### config.mk
export PLATFORM = sky130hd
export DESIGN_NAME = field_assembler
export DESIGN_NICKNAME = d
export VERILOG_FILES = /design/src/rtl/field_assembler.sv
export SDC_FILE = /design/constraint.sdc
export NUM_CORES = 1
export LEC_CHECK = 0
export CORE_UTILIZATION = 30
export CTS_BUF_LIST = sky130_fd_sc_hd__clkbuf_8
export DETAILED_ROUTE_END_ITERATION = 10
export PLACE_DENSITY = 0.58
export SETUP_SLACK_MARGIN = 0.02
export SYNTH_ARGS = -nofsm -noshare
export SYNTH_HDL_FRONTEND = slang
export SYNTH_SLANG_ARGS = --single-unit
### constraint.sdc
create_clock -name clk -period 3 [get_ports clk]
set_clock_uncertainty 0.1 [all_clocks]
set_input_delay 0.6 -clock clk [delete_from_list [all_inputs] [get_ports clk]]
set_output_delay 0.6 -clock clk [all_outputs]
set_load 0.01 [all_outputs]
### src/rtl/field_assembler.sv
// Collects NUM_FIELDS independently handshaked fields into one packed record and
// presents it with a registered valid/ready handshake.
module field_assembler #(
    parameter int NUM_FIELDS = 2,
    parameter int FIELD_W    = 2
) (
    input  logic                          clk,
    input  logic                          rst,
    input  logic                          clear,
    input  logic [NUM_FIELDS*FIELD_W-1:0] field_data,
    input  logic [NUM_FIELDS-1:0]         field_valid,
    output logic [NUM_FIELDS-1:0]         field_ready,
    output logic [NUM_FIELDS*FIELD_W-1:0] out_data,
    output logic                          out_valid,
    input  logic                          out_ready,
    output logic [15:0]                   record_count
);

    typedef enum logic {
        COLLECT = 1'b0,
        HOLD    = 1'b1
    } state_e;

    state_e                          state_q, state_d;
    logic [NUM_FIELDS-1:0]           captured_q, captured_d;
    logic [NUM_FIELDS*FIELD_W-1:0]   slots_q, slots_d;
    logic [15:0]                     count_q, count_d;
    logic [NUM_FIELDS-1:0]           accept;
    logic                            handshake;

    // The record leaves in the same cycle new fields arrive, so ready is
    // reopened combinationally by out_ready to sustain one record per cycle.
    assign handshake   = out_valid & out_ready;
    assign field_ready = ~captured_q | {NUM_FIELDS{handshake}};
    assign accept      = field_valid & field_ready;

    // State register
    always_ff @(posedge clk or posedge rst) begin
        if (rst) begin
            state_q <= COLLECT;
        end else begin
            state_q <= state_d;
        end
    end

    // Next-state logic
    always_comb begin
        state_d = state_q;
        case (state_q)
            COLLECT: begin
                if (!clear && (&captured_d)) begin
                    state_d = HOLD;
                end
            end
            HOLD: begin
                if (clear || (handshake && !(&captured_d))) begin
                    state_d = COLLECT;
                end
            end
            default: state_d = COLLECT;
        endcase
    end

    // Output decode
    always_comb begin
        out_valid = (state_q == HOLD);
    end

    // Capture flags, slot storage and the delivered-record counter
    always_comb begin
        captured_d = handshake ? '0 : captured_q;
        slots_d    = slots_q;
        count_d    = count_q;
        if (handshake) begin
            count_d = count_q + 16'd1;
        end
        if (clear) begin
            captured_d = '0;
        end else begin
            for (int i = 0; i < NUM_FIELDS; i++) begin
                if (accept[i]) begin
                    slots_d[i*FIELD_W +: FIELD_W] = field_data[i*FIELD_W +: FIELD_W];
                    captured_d[i]                 = 1'b1;
                end
            end
        end
    end

    // NOTE: slot storage is reset too, so out_data reads as zero during and after reset.
    always_ff @(posedge clk or posedge rst) begin
        if (rst) begin
            captured_q <= '0;
            slots_q    <= '0;
            count_q    <= '0;
        end else begin
            captured_q <= captured_d;
            slots_q    <= slots_d;
            count_q    <= count_d;
        end
    end

    assign out_data     = slots_q;
    assign record_count = count_q;

endmodule

After elaboration in Yosys (flattened, before gate mapping)
Index checks and enable logic that the tools add are counted.

$add $sub $neg: 1. Mux-type cells: 7. Bitwise operators: 6. Reductions and logical operators: 8.

Operator list (count): $add A16 B1 Y16 const B (1); $reduce_and A2 Y1 (3); $mux W1 (4); $mux W2 (2); $and A2 B2 Y2 (1); $logic_and A1 B1 Y1 (2); $logic_not A1 Y1 (2); $not A1 Y1 (2); $not A2 Y2 (1); $or A2 B2 Y2 (1); $pmux W1 S2 (1); $and A1 B1 Y1 (1); $logic_or A1 B1 Y1 (1).

Bits in registers: 23. Input port bits: 10. Output and inout port bits: 23. Logic and storage cells: 27.

Logic depth before layout (Yosys ltp)
Depth after elaboration: 11. Depth in mapped cells: 5. Mapped depth without buffers: 5.

Worst setup path after synthesis
No wires, ideal clock.

Path kind: input to register. Start: input port out_ready. End: register slots_q[0] (netlist: out_data[0]). Setup time: 0.125 ns. Arrival time: 1.379 ns. Required time: 2.775 ns. Path slack: 1.396 ns. Stages: 4. Buffers on the path: 0. Cell sequence: nand2_1 nand2_1 and3b_1 mux2_2.

Word-level cells in the longest chain between the ends: 4.

RTL lines: from (decl) (line 15) `input logic out_ready,`; $and A1 B1 Y1 (line 33) `assign handshake = out_valid & out_ready;`; $or A2 B2 Y2 (line 34) `assign field_ready = ~captured_q | {NUM_FIELDS{handshake}};`; via field_ready[0] (line 12) `output logic [NUM_FIELDS-1:0] field_ready,`; $and A2 B2 Y2 (line 35) `assign accept = field_valid & field_ready;`; $reduce_and A2 Y1 (no line); to (signal assigned) (line 97) `slots_q <= slots_d;`; to (decl) (line 26) `logic [NUM_FIELDS*FIELD_W-1:0] slots_q, slots_d;`.

The timed path passes the listed nets, and every way through them passes these cells. A chain may end at the register's enable or synchronous reset.

Final worst setup path
Start: input port out_ready. End: output port field_ready[0].

Word-level cells in the longest chain between the ends: 2.

RTL lines (line): $and A1 B1 Y1 (33); $or A2 B2 Y2 (34); to (decl) (12).

Every way passes these cells.

==> metrics <==
Slew @ Worst Pin=0.8742 ns; Yosys top cell area share=58.52%; Mapped Area=slightly below 1000 um^2; RR Startpoint=out_valid; worst hold path class=flip-flop to flip-flop; Synth area leaders=dfrtp_1 59%, xnor2_1 8.0%, mux2_2 5.7%; Worst Hold Depth=1; # diodes=0; CTS tree=done; clock-pin slew on the worst setup and hold paths=roughly 0.080 ns; Max Clk Rate=between 300 and 400 MHz; area of the multi-input gates=~400 um^2; detailed router's first-iteration violation count=29; RSZ-0062 raised after global routing=false; worst hold margin=roughly 0.38 ns; first-pass detailed-route iteration total=4; setup TNS=0 ns; # IOs=33; Post-DP Area=1359 um^2; row count=20; Worst Path Max Fanout=6; Synth Register Bits=23; critical path arrival=1.95 ns; CTS resizes=0; r2r endpoint=out_data[2]; Die W=59.26 um; Via density=4.466; Final ANT Viol Nets=0; dpl hpwl=around 1.5 mm; main combinational cell family by area after synthesis=simple AND/OR/NAND/NOR gates; Hold Path Sink=record_count[15]; Crit Path Category=input port to primary output; port buffer count=32; Cell variety after synth=19; die footprint=about 3500 um^2; Chip Height=roughly 59 um; Initial Util=31.95%; MaxCap Viol Count=0; Leakage=between 0.0006 and 0.0007 uW; Post-Synth Simple-Gate Area=between 10% and 20%; crit share post-route=between 80 and 90%; status=finished clean; Setup WS post-layout=about 0.35 ns; DRC Markers=0; H-tree depth=1; FF-to-FF path depth=4; hold_sp=record_count[15]; crit path launch type=input port; FF+latch area=about 580 um^2; Seq/Total Area, Yosys=between 50% and 60%; initial antenna violation count=0; WL final=between 1.5 and 2 mm; Synth Area in XOR/XNOR=a little over an eighth; adder-cell share of the synthesized area=around 1.3%; Fin. Hold Viols=0; insertion delay to the later sink of the worst-skew pair=roughly 0.26 ns; pwr/cell area=583.9 nW/um^2; Syn Area/Cell=11.85 um^2; largest net degree at the start of global routing=24; final global-route overflow total=0; R2R setup slack=between 1 and 1.5 ns; gp weighted congestion=just over 0.7; Final Instance Area=between 1000 and 1500 um^2; P&R area growth vs syn=42.88%; Post-CTS Setup Inserts=0; Max clock buf depth=2; average wire per standard cell=11.75 um; nets@finish=around 130; global-route wire length before repair=3.201 mm; routed vias=728; Synth Instances=83; max-slew violations=0; compound-gate portion of the synthesized area=2.799%; hold_buf cts=0; Final setup viols=0; relative slew slack=between 40% and 50%; Sink Count=23; yosys warns=0; global-route usage over all layers=about an eighth; area leader, netlist=dfrtp_1; Core Region=around 3100 um^2; CTS Buf Count=3; layout cells sized above 1=roughly 9.2%; pre-CTS setup slack=0.3455 ns; multiplexer share of the synthesized area=between 5 and 6%; crit end category=primary output; vias in the first global route=between 600 and 700; Tmin final=2.653 ns; Filler cells=approximately 300; Synth Net Count=94; Root Buffer=clkbuf_8; Worst EP required=roughly 2.3 ns; maximum VDD drop=around 240 uV
## metal layers
layer / wire (um) / track usage (%) / part of all wire [%]
met1: 937 / 16.50 / 49
met2: 872 / 18.46 / 46
met3: 107 / 3.493 / 5.6
met4: 0 / 5.102 / 0
met5: 0 / 0 / 0
## layout make-up
cell class                 instances  area share (%)
tap                               44           3.918
clock inverter                     1          0.3562
inverter                           2          0.5343
clock buffer                       3           2.939
multi-input combinational         58           28.50
timing repair buffer              32           22.80
sequential                        23           40.96
## worst max path at each step
stage                   start        endpoint  slack [ns]  depth (start not counted)
floorplan           out_ready     out_data[0]        1.40                          4
global placement    out_ready  field_ready[1]        0.39                          4
detailed placement  out_ready  field_ready[0]        0.35                          4
CTS                 out_ready  field_ready[0]        0.34                          4
global route        out_ready  field_ready[0]        0.28                          4
finish              out_ready  field_ready[0]        0.35                          4
## stage by stage
step	util (%)	cells	power (uW)
final	45.65	163	820.4
after global routing	45.65	163	869.4
after CTS	45.65	163	832.8
after detailed placement	44.15	159	638.4
after global placement	44.15	159	634.3
after floorplan	-	83	503.4
## sequential cells by signal, indices dropped and copies added (netlist names)
register and cells:
out_valid 1, captured_q 2, record_count 16, out_data 4
## power breakdown
| group | switching [uW] | internal [uW] | total (uW) |
|---|---|---|---|
| sequential | 55.1 | 358 | 413 |
| combinational | 83.2 | 134 | 217 |
| clock | 97.3 | 92.5 | 190 |
| total | 236 | 585 | 820 |
## cells by family (layout without fill, tap and decap cells)
| logic type | count (synthesis) | count (layout) |
|---|---|---|
| XOR/XNOR | 15 | 15 |
| flip-flops | 23 | 23 |
| AO/OA/AOI/OAI | 5 | 5 |
| buffers and inverters | 2 | 38 |
| multiplexers | 5 | 5 |
| adder cells (fa/ha/maj) | 1 | 1 |
| AND/OR/NAND/NOR | 32 | 32 |
## cells in the mapped netlist
cell	count
o21ai_0	1
mux2_2	5
inv_1	2
a21oi_1	3
nand2_1	7
a21o_1	1
ha_1	1
xnor2_1	9
nor3_2	2
nand2b_1	1
xor2_1	6
nor2_1	7
and3_1	3
nor2b_1	1
and4_1	1
and3b_1	2
nand4_1	2
dfrtp_1	23
nand3_1	6
## cell usage in the layout (no fill, tap or decap), drive strengths merged
cell type	instances
nor3	2
and4	1
clkinv	1
clkbuf	3
dfrtp	23
nand3	6
mux2	5
nor2b	1
and3b	2
nor2	7
o21ai	1
xor2	6
clkdlybuf4s50	32
and3	3
a21o	1
a21oi	3
nand2	7
nand4	2
ha	1
xnor2	9
inv	2
nand2b	1
## worst max-delay path, cell delays in order
cell and delay, ns:
clkdlybuf4s50_1 0.52, nand2_1 0.16, nand2_1 0.13, clkdlybuf4s50_1 0.54
Note: power is estimated with default switching activity, not from simulation.
